<file path="src/rtl/tile_rom_server.sv">
// Tile-ROM responder: serves 32-bit word requests as two 16-bit memory beats
// (high half first), with a one-entry last-fetch buffer for immediate repeats.
module tile_rom_server #(
  parameter int AW = 20,
  parameter int MW = 21
) (
  input  logic          clk,
  input  logic          reset,
  input  logic          i_rom_req,
  input  logic [AW-1:0] i_rom_addr,
  output logic          o_rom_valid,
  output logic [31:0]   o_rom_data,
  output logic          o_mem_req,
  output logic [MW-1:0] o_mem_addr,
  input  logic          i_mem_ack,
  input  logic [15:0]   i_mem_data,
  input  logic          i_flush
);

  typedef enum logic [2:0] {S_IDLE, S_RD_HI, S_GAP, S_RD_LO, S_DONE} state_t;

  state_t        r_state, w_state_nxt;
  logic          r_rom_valid, w_rom_valid_nxt;
  logic [31:0]   r_rom_data, w_rom_data_nxt;
  logic          r_mem_req, w_mem_req_nxt;
  logic [MW-1:0] r_mem_addr, w_mem_addr_nxt;
  logic [AW-1:0] r_req_addr, w_req_addr_nxt;
  logic          r_abort, w_abort_nxt;
  logic          r_buf_vld;
  logic [AW-1:0] r_buf_addr;
  logic [31:0]   r_buf_data;
  logic          w_hit, w_buf_wr;

  assign w_hit = r_buf_vld && (i_rom_addr == r_buf_addr);

  always_ff @(posedge clk) begin
    if (reset) begin
      r_state     <= S_IDLE;
      r_rom_valid <= 1'b0;
      r_rom_data  <= '0;
      r_mem_req   <= 1'b0;
      r_mem_addr  <= '0;
      r_req_addr  <= '0;
      r_abort     <= 1'b0;
    end else begin
      r_state     <= w_state_nxt;
      r_rom_valid <= w_rom_valid_nxt;
      r_rom_data  <= w_rom_data_nxt;
      r_mem_req   <= w_mem_req_nxt;
      r_mem_addr  <= w_mem_addr_nxt;
      r_req_addr  <= w_req_addr_nxt;
      r_abort     <= w_abort_nxt;
    end
  end

  // r_abort remembers that the requester let go mid-fetch, so the fetch
  // still lands in the buffer but is never presented.
  always_comb begin
    w_state_nxt     = r_state;
    w_rom_valid_nxt = r_rom_valid;
    w_rom_data_nxt  = r_rom_data;
    w_mem_req_nxt   = r_mem_req;
    w_mem_addr_nxt  = r_mem_addr;
    w_req_addr_nxt  = r_req_addr;
    w_abort_nxt     = r_abort;
    w_buf_wr        = 1'b0;
    case (r_state)
      S_IDLE: begin
        w_abort_nxt = 1'b0;
        if (i_rom_req) begin
          if (w_hit) begin
            w_rom_data_nxt  = r_buf_data;
            w_rom_valid_nxt = 1'b1;
            w_state_nxt     = S_DONE;
          end else begin
            w_req_addr_nxt = i_rom_addr;
            w_mem_addr_nxt = MW'({i_rom_addr, 1'b0});
            w_mem_req_nxt  = 1'b1;
            w_state_nxt    = S_RD_HI;
          end
        end
      end
      S_RD_HI: begin
        if (!i_rom_req) w_abort_nxt = 1'b1;
        if (i_mem_ack) begin
          w_rom_data_nxt[31:16] = i_mem_data;
          w_mem_req_nxt         = 1'b0;
          w_state_nxt           = S_GAP;
        end
      end
      S_GAP: begin
        if (!i_rom_req) w_abort_nxt = 1'b1;
        w_mem_addr_nxt = MW'({r_req_addr, 1'b1});
        w_mem_req_nxt  = 1'b1;
        w_state_nxt    = S_RD_LO;
      end
      S_RD_LO: begin
        if (i_mem_ack) begin
          w_rom_data_nxt[15:0] = i_mem_data;
          w_mem_req_nxt        = 1'b0;
          w_buf_wr             = 1'b1;
          if (r_abort || !i_rom_req) begin
            w_state_nxt = S_IDLE;
          end else begin
            w_rom_valid_nxt = 1'b1;
            w_state_nxt     = S_DONE;
          end
        end else if (!i_rom_req) begin
          w_abort_nxt = 1'b1;
        end
      end
      S_DONE: begin
        if (!i_rom_req) begin
          w_rom_valid_nxt = 1'b0;
          w_state_nxt     = S_IDLE;
        end
      end
      default: w_state_nxt = S_IDLE;
    endcase
  end

  // Flush takes priority over a same-cycle fill.
  always_ff @(posedge clk) begin
    if (reset) begin
      r_buf_vld  <= 1'b0;
      r_buf_addr <= '0;
      r_buf_data <= '0;
    end else begin
      if (i_flush)       r_buf_vld <= 1'b0;
      else if (w_buf_wr) r_buf_vld <= 1'b1;
      if (w_buf_wr) begin
        r_buf_addr <= r_req_addr;
        r_buf_data <= {r_rom_data[31:16], i_mem_data};
      end
    end
  end

  assign o_rom_valid = r_rom_valid;
  assign o_rom_data  = r_rom_data;
  assign o_mem_req   = r_mem_req;
  assign o_mem_addr  = r_mem_addr;

endmodule

</file>
<file path="config.mk">
export PLATFORM = sky130hd
export DESIGN_NAME = tile_rom_server
export DESIGN_NICKNAME = d
export VERILOG_FILES = /design/src/rtl/tile_rom_server.sv
export SDC_FILE = /design/constraint.sdc
export NUM_CORES = 1
export LEC_CHECK = 0
export ABC_CLOCK_PERIOD_IN_PS = 4950
export CAP_MARGIN = 25
export CORE_ASPECT_RATIO = 0.8
export CORE_MARGIN = 10
export CORE_UTILIZATION = 40
export CTS_BUF_LIST = sky130_fd_sc_hd__clkbuf_16
export DETAILED_ROUTE_END_ITERATION = 7
export GPL_ROUTABILITY_DRIVEN = 0
export SLEW_MARGIN = 10
export SYNTH_ARGS = -nofsm -noshare
export SYNTH_HDL_FRONTEND = slang
export SYNTH_SLANG_ARGS = --single-unit
</file>
<file path="constraint.sdc">
create_clock -name clk -period 4.95 [get_ports clk]
set_clock_uncertainty 0.1 [all_clocks]
set_input_delay 0.495 -clock clk [delete_from_list [all_inputs] [get_ports clk]]
set_output_delay 0.495 -clock clk [all_outputs]
set_load 0.01 [all_outputs]
</file>
==> results.yml, run 1 <==
final_layout:
  antenna_cells: 0
  mostFrequentLayoutCells: "142 x nand2_1, 132 x dfxtp_1, 96 x nor2_1, 94 x clkdlybuf4s50_1, 55 x a21oi_1"
  final_cell_area_um2: 6850
  multiInputGateArea_um2: 2430
  regArea_um2: 2640
  area_growth_pct: 30.7
  num-fill-cells: 1182
  drive_above_1_share: 0.0895
  layout.nets: 732
  final_common_cell: "nand2_1"
timing:
  tightest_slew_ns: 0.962
  fin_crit_ns: 3.21
  fin_setup_tns_ns: 0
  rsz0062_at_grt: "no"
  drv_slew: 0
  finalSetupViolCount: 0
  setup_slack_ns: 1.74
  hold_viol_final: 0
  fmax_mhz: 311
  slew_headroom: 0.357
  min_period_over_period: 0.649
clock_tree:
  h-tree-depth: 4
  path_clk_slew_ns: 0.06
  cts_tree: "done"
  post_cts_resized: 0
  postCtsSetupBuffers: 0
  cts_buffers: 17
  cts_sinks: 132
  cts.path.max_buffers: 2
  holdBufCountCts: 0
  root_buffer: "clkbuf_16"
  insertion_delay_ns: 0.41
synth:
  syn_inst: 616
  synth-seq-cells: 132
  ys_seq_area_frac: 0.504
  ys_types: 32
  synth.net_count: 657
  avgSynthCellArea_um2: 8.51
  synth_top_area_share: 0.504
  ys_warn_count: 0
  yosysTopAreaCell: "dfxtp_1"
  synth_edf_count: 0
  ys.flop_type: "dfxtp_1"
  synth.area.top_cells: "dfxtp_1 50%, nand2_1 10%, nor2_1 6.9%"
  synth-async-reset-ratio: 0
  synth_area_um2: 5240
global_routing:
  grt_max_degree: 89
  antenna_found_initial: 0
  grt.met3_usage: 0.0471
  grt_use_total: 0.157
  grt_pass1_wl_um: 23300
  gr-total-overflow: 0
  busiest_layer: "met2"
  grt_pass1_vias: 4492
  met1_usage: 0.210
  grt_use_met2: 0.241
worst_setup_path:
  worstSetupPathType: "flip-flop to flip-flop"
  worstPathArrival_ns: 3.43
  endpoint_kind: "flip-flop"
  required_ns: 5.17
  path_max_fanout: 52
  setup.worst_path.start_class: "flip-flop"
power:
  cellPowerDensity_nw_per_um2: 396
  p_leak_uw: 0.00248
  ir_worst_vdd_uv: 332
job:
  maxCapViolations: 0
placement:
  dpl.hpwl_um: 9400
  placed_area_um2: 6310
  port_buffers: 95
  preCtsSetupSlack_ns: 1.55
floorplanning:
  initial_utilization: 0.409
  die_w_um: 148
  fp.dieH_um: 122
  fp-row-count: 37
  fp.dieArea_um2: 18100
  core_area_um2: 12800
  io_pins: 96
route:
  detail-route-antenna-nets: 0
  avgRoutedWirePerCell_um: 16.1
  drtIter0Drc: 373
  via_count: 4499
  first_pass_iters: 4
  post-route-drc-count: 0
  wl_um: 14200
  routed_via_density: 5.12
min_path:
  min_path_type: "flip-flop to flip-flop"
outcome:
  status: "finished clean"
synthesized netlist by cell type (all sizes together) (5+ instances only):
master    n
o21ai     5
a311oi   16
a211oi   16
nor2     97
nor3      7
dfxtp   132
xor2     20
o221a    20
clkbuf   33
mux2i    36
buf      13
a21oi    55
nand2   143
path summary, 6_finish.rpt:
check,from,cells after the start,to,slack (ns)
setup / recovery,r_state[2]$_SDFFE_PP0P_,6,r_buf_data[30]$_SDFFE_PP0P_,1.74
hold / removal,r_buf_data[21]$_SDFFE_PP0P_,2,r_buf_data[21]$_SDFFE_PP0P_,0.35
setup reg to reg,r_state[2]$_SDFFE_PP0P_,6,r_buf_data[30]$_SDFFE_PP0P_,1.74
hold reg to reg,r_buf_data[21]$_SDFFE_PP0P_,2,r_buf_data[21]$_SDFFE_PP0P_,0.35
report_power, final:
| group | internal [uW] | leakage (uW) | switching [uW] |
|---|---|---|---|
| Sequential | 1130 | 0.00107 | 45.2 |
| Clock | 682 | 0.000255 | 458 |
| Combinational | 198 | 0.00115 | 203 |
cells by family after synthesis:
logic type,share of synthesized area
compound gates,0.158
flops,0.504
buf+inv,0.0387
xor+xnor,0.0351
simple gates,0.196
mux,0.0687
sequential cells by signal (all words and copies together) (netlist names):
name and cells:
o_rom_data 32, r_buf_data 32, o_mem_addr 21, r_buf_addr 20, r_req_addr 20, r_state 3
o_mem_req 1, o_rom_valid 1, r_abort 1, r_buf_vld 1
metal layers:
metal  wire length (um)  up-vias  share of wire
met5                  0        -              0
met4                 84        0         0.0059
met3                920        8          0.065
met2               6580      115           0.46
met1               6590     2127           0.46
li1                   -     2249              -
metrics by stage:
step	hold slack (ns)	std cells	util	power (uW)
after floorplan	0.336	616	-	1410
after detailed placement	0.346	847	0.492	1600
after global placement	0.341	846	0.491	1590
after global routing	0.370	879	0.534	2840
after CTS	0.354	879	0.534	2750
final	0.352	879	0.534	2710
worst max-delay path, cell delays in order (launching register included):
cell and delay [ns]:
dfxtp_1 0.51, nand3b_1 0.67, clkinv_1 0.76, nand2_2 0.27
buf_4 0.52, nand2_1 0.11, a21oi_1 0.18
final cells by class:
class	instances	share of cell area
Clock buffer	17	0.0621
Clock inverter	15	0.0173
Inverter	3	0.00164
Multi-Input combinational cell	435	0.354
Sequential cell	132	0.386
Tap cell	175	0.0320
Timing Repair Buffer	102	0.147
No activity file was read; power rests on OpenSTA's default activity.
==> run 2, diff against run 1 <==
ABC_CLOCK_PERIOD_IN_PS = 3300   (was 4950)
clock period = 3.3 ns   (was 4.95 ns; I/O delays follow)
==> run 2 against run 1 <==
Against the previous run: setup slack got worse by 0.78 ns; clock power rose by 68%; via count is 1.7% higher; final cell count up 1.0%; critical path type is now primary input to flip-flop; highest routed layer unchanged.
==> results.yml, run 2 (same netlist as run 1, synthesis figures left out) <==
power:
  cellPowerDensity_nw_per_um2: 616
  switchingPower_uw: 1110
  ir_worst_vdd_uv: 326
  seqPwrFrac: 0.410
  intPower_uw: 3190
  p_sw_frac: 0.258
  p_clk_frac: 0.447
  p_leak_uw: 0.00256
  comb_power_share: 0.144
timing:
  slew_headroom: 0.420
  fin_crit_ns: 2.35
  min_period_over_period: 0.712
  drv_slew: 0
  tightest_slew_ns: 0.869
  fin_setup_tns_ns: 0
  fmax_mhz: 426
  rsz0062_at_grt: "no"
  finalSetupViolCount: 0
  hold_viol_final: 0
  finalHoldWorstSlack_ns: 0.352
clock_tree:
  cts.path.max_buffers: 2
  post_cts_resized: 0
  holdBufCountCts: 0
  root_buffer: "clkbuf_16"
  cts_buffers: 17
  insertion_delay_ns: 0.41
  h-tree-depth: 4
  postCtsSetupBuffers: 0
  cts_tree: "done"
  cts_sinks: 132
  path_clk_slew_ns: 0.06
floorplanning:
  fp-row-count: 37
  initial_utilization: 0.409
  fp.dieH_um: 122
  fp.dieArea_um2: 18100
  core_area_um2: 12800
  die_w_um: 148
  io_pins: 96
placement:
  dpl.hpwl_um: 9650
  dp.cells: 856
  port_buffers: 95
worst_setup_path:
  worstSetupPathType: "primary input to flip-flop"
  worst-path-buf-inv: 2
  rrSetupSlack_ns: 0.98
  endpoint_kind: "flip-flop"
  cp_cell_sequence: "clkdlybuf4s50_1, xor2_1, nor4_1, nand4_1, o21ai_4, buf_4, mux2i_1, nor2_1"
  cpMaxStageDelayCell: "clkdlybuf4s50_1"
  crit_path_start: "i_rom_addr[18]"
  r2r_start: "r_state[2]$_SDFFE_PP0P_"
  worstPathArrival_ns: 2.52
  max_stage_delay_ns: 0.48
  crit_family: "buffers and inverters"
  path_max_fanout: 19
  setup.worst_path.start_class: "primary input"
  required_ns: 3.47
route:
  detail-route-antenna-nets: 0
  via_count: 4575
  avgRoutedWirePerCell_um: 16.3
  first_pass_iters: 5
  routed_via_density: 5.15
  post-route-drc-count: 0
  drtIter0Drc: 358
  wl_um: 14500
global_routing:
  grt_pass1_vias: 4461
  antenna_found_initial: 0
  gr-total-overflow: 0
  grt_max_degree: 83
  grt_pass1_wl_um: 23100
  grt_use_total: 0.159
final_layout:
  area_growth_pct: 33.3
  antenna_cells: 0
  final_common_cell: "nand2_1"
  drive_above_1_share: 0.105
  mostFrequentLayoutCells: "142 x nand2_1, 132 x dfxtp_1, 96 x nor2_1, 94 x clkdlybuf4s50_1, 55 x a21oi_1"
  final-instance-count-excl-fill: 888
  layout.nets: 741
min_path:
  min_path_type: "flip-flop to flip-flop"
  hold_start: "r_buf_data[22]$_SDFFE_PP0P_"
outcome:
  status: "finished clean"
job:
  maxCapViolations: 0
-- run 2: cell types whose count changed in the layout (fill, tap and decap cells not counted) --
cell / change
clkinv_1: -3
buf_4: +9
clkinv_2: -1
inv_6: +2
bufinv_16: +2
buf_12: +1
buf_8: -1
clkinv_4: +2
clkinvlp_4: -2
-- run 2: per-layer routing --
layer  vias to the layer above  routed length (um)  global-route usage
met5                         -                   0                   0
met4                         0                  85              0.0544
met3                         8                 868              0.0544
met2                       109                6680               0.244
met1                      2185                6870               0.205
li1                       2273                   -                   -
-- run 2: path summary, 6_finish.rpt --
path,end,cells after the start
worst max-delay path,r_req_addr[3]$_SDFFE_PP0P_,8
worst min-delay path,r_buf_data[22]$_SDFFE_PP0P_,2
worst max register to register,r_buf_data[19]$_SDFFE_PP0P_,7
worst min register to register,r_buf_data[22]$_SDFFE_PP0P_,2
-- run 2: metrics by stage --
| stage | total power (uW) | util | cell area (um^2) | worst slack, ns |
|---|---|---|---|---|
| after floorplan | 2120 | - | 5240 | 1.36 |
| final | 4310 | 0.545 | 6990 | 0.951 |
| after global placement | 2400 | 0.498 | 6380 | 0.648 |
| after global routing | 4470 | 0.545 | 6990 | 0.724 |
| after detailed placement | 2420 | 0.498 | 6380 | 0.548 |
| after CTS | 4350 | 0.545 | 6990 | 0.944 |
-- run 2: worst reg2reg max path, stage by stage (launching register included) --
cell and delay, ns:
dfxtp_1 0.49, nand3b_1 0.16, buf_4 0.25, clkinv_1 0.13, nand2_2 0.40, buf_4 0.44, nand2_1 0.12, a21oi_1 0.16
-- run 2: power by group through the flow --
stage / Combinational [uW] / Sequential, uW / Clock, uW
after floorplan: 307 / 1810 / 0
after global placement: 609 / 1790 / 0
after detailed placement: 622 / 1800 / 0
after CTS: 626 / 1760 / 1960
after global routing: 678 / 1780 / 2020
final: 619 / 1770 / 1920
-- run 2: final cells by class --
class                   instances  area [um^2]
inverters                       3         11.3
repair buffers                111         1080
fillers                      1166         5830
well taps                     175          219
multi-input cells             435         2430
clock inverters                15          183
flip-flops and latches        132         2640
clock buffers                  17          425
==> run 3, diff against run 2 <==
ABC_CLOCK_PERIOD_IN_PS = 2400   (was 3300)
clock period = 2.4 ns   (was 3.3 ns; I/O delays follow)
==> run 3 against run 2 <==
Against the previous run: routed wire length down 1.1%; critical path type is now flip-flop to flip-flop; via count unchanged; largest cell class unchanged; final area increased by 3.4%.
==> results.yml, run 3 (same netlist as run 1, synthesis figures left out) <==
timing:
  fmax_mhz: 450
  hold_viol_final: 0
  rsz0062_at_grt: "no"
  slew_headroom: 0.709
  finalHoldWorstSlack_ns: 0.150
  fin_crit_ns: 2.22
  min_period_over_period: 0.926
  drv_slew: 0
  finalSetupViolCount: 0
  setup_slack_ns: 0.177
  tightest_slew_ns: 0.436
route:
  drtIter0Drc: 274
  avgRoutedWirePerCell_um: 15.8
  first_pass_iters: 4
  via_count: 4575
  wl_um: 14300
  post-route-drc-count: 0
  detail-route-antenna-nets: 0
  routed_via_density: 5.03
power:
  power.total_uw: 6020
  cellPowerDensity_nw_per_um2: 833
  ir_worst_vdd_uv: 624
  p_leak_uw: 0.00269
worst_setup_path:
  setup.worst_path.start_class: "flip-flop"
  r2r_start: "r_buf_addr[4]$_SDFFE_PP0P_"
  endpoint_kind: "flip-flop"
  reg2reg_to: "o_mem_addr[14]$_SDFFE_PP0P_"
  worstPathArrival_ns: 2.48
  crit_end: "o_mem_addr[14]$_SDFFE_PP0P_"
  path_max_fanout: 15
  required_ns: 2.66
  worstSetupPathType: "flip-flop to flip-flop"
  crit_path_start: "r_buf_addr[4]$_SDFFE_PP0P_"
  rrSetupSlack_ns: 0.18
  r2r_cells: 8
final_layout:
  antenna_cells: 0
  final_cell_area_um2: 7230
  area_growth_pct: 37.9
  layout.nets: 762
  num-fill-cells: 1155
  drive_above_1_share: 0.132
  final_common_cell: "nand2_1"
  fin_util: 0.564
  mostFrequentLayoutCells: "142 x nand2_1, 132 x dfxtp_1, 96 x nor2_1, 94 x clkdlybuf4s50_1, 55 x a21oi_1"
global_routing:
  antenna_found_initial: 0
  grt_pass1_wl_um: 23300
  busiest_layer: "met2"
  grt_pass1_vias: 4491
  grt_max_degree: 65
  grt.met3_usage: 0.0508
  gr-total-overflow: 0
  met1_usage: 0.210
  grt_use_met2: 0.245
  grt_use_total: 0.161
clock_tree:
  path_clk_slew_ns: 0.06
  cts_sinks: 132
  cts_tree: "done"
  cts_buffers: 17
  postCtsSetupBuffers: 0
  h-tree-depth: 4
  root_buffer: "clkbuf_16"
  cts.path.max_buffers: 2
  insertion_delay_ns: 0.42
job:
  maxCapViolations: 0
floorplanning:
  io_pins: 96
  fp-row-count: 37
  die_w_um: 148
  initial_utilization: 0.409
  fp.dieH_um: 122
  core_area_um2: 12800
  fp.dieArea_um2: 18100
placement:
  preCtsSetupSlack_ns: -0.240
  placed_area_um2: 6600
  dpl.hpwl_um: 9650
  port_buffers: 95
min_path:
  min_delay_path_depth: 2
  min_path_type: "primary input to flip-flop"
outcome:
  status: "finished clean"
run 3: changes by cell type in the layout (fill, tap and decap cells not counted), sizes merged:
cell,change
clkinvlp,-1
bufinv,+1
clkinv,+1
buf,+21
inv,-1
run 3: routing by layer:
layer / share of wire / routed length [um]
met5: 0 / 0
met2: 0.46 / 6560
met4: 0.014 / 203
met1: 0.46 / 6640
met3: 0.065 / 933
run 3: worst max-delay path, stage by stage (launching register included):
cell     delay, ns
dfxtp_1       0.31
xor2_1        0.17
nor4_2        0.42
buf_4         0.19
nand3_1       0.13
o21ai_4       0.22
buf_4         0.28
buf_4         0.16
o221a_2       0.18
run 3: cell type report:
class | instances | area (um^2) | share of cell area
Sequential cell | 132 | 2640 | 0.366
Clock inverter | 15 | 189 | 0.0261
Multi-Input combinational cell | 435 | 2440 | 0.338
Inverter | 3 | 11.3 | 0.00156
Tap cell | 175 | 219 | 0.0303
Clock buffer | 17 | 425 | 0.0589
Timing Repair Buffer | 132 | 1300 | 0.180
run 3: power breakdown:
group	switching [uW]	total (uW)	internal (uW)
logic	434	906	472
registers	96.7	2430	2330
clock network	962	2690	1730
total	1490	6020	4530
run 3: what timing repair did:
action,in CTS,in global routing
setup endpoints to repair,0,48
gates resized for setup,0,2
hold buffers,0,0
run 3: worst min-delay path by stage:
| stage | start | to | slack [ns] |
|---|---|---|---|
| after floorplan | i_flush | r_buf_vld$_SDFFE_PP0P_ | 0.22 |
| after global placement | r_buf_data[21]$_SDFFE_PP0P_ | r_buf_data[21]$_SDFFE_PP0P_ | 0.34 |
| after detailed placement | r_buf_data[21]$_SDFFE_PP0P_ | r_buf_data[21]$_SDFFE_PP0P_ | 0.35 |
| after CTS | reset | r_req_addr[3]$_SDFFE_PP0P_ | 0.13 |
| after global routing | reset | r_req_addr[3]$_SDFFE_PP0P_ | 0.16 |
| final | reset | r_req_addr[3]$_SDFFE_PP0P_ | 0.15 |
run 3: per-stage QoR:
step | TNS, ns | instances
detailed placement | -14.79 | 877
floorplan | 0 | 616
finish | 0 | 909
CTS | 0 | 909
global placement | -15.11 | 877
global route | 0 | 909
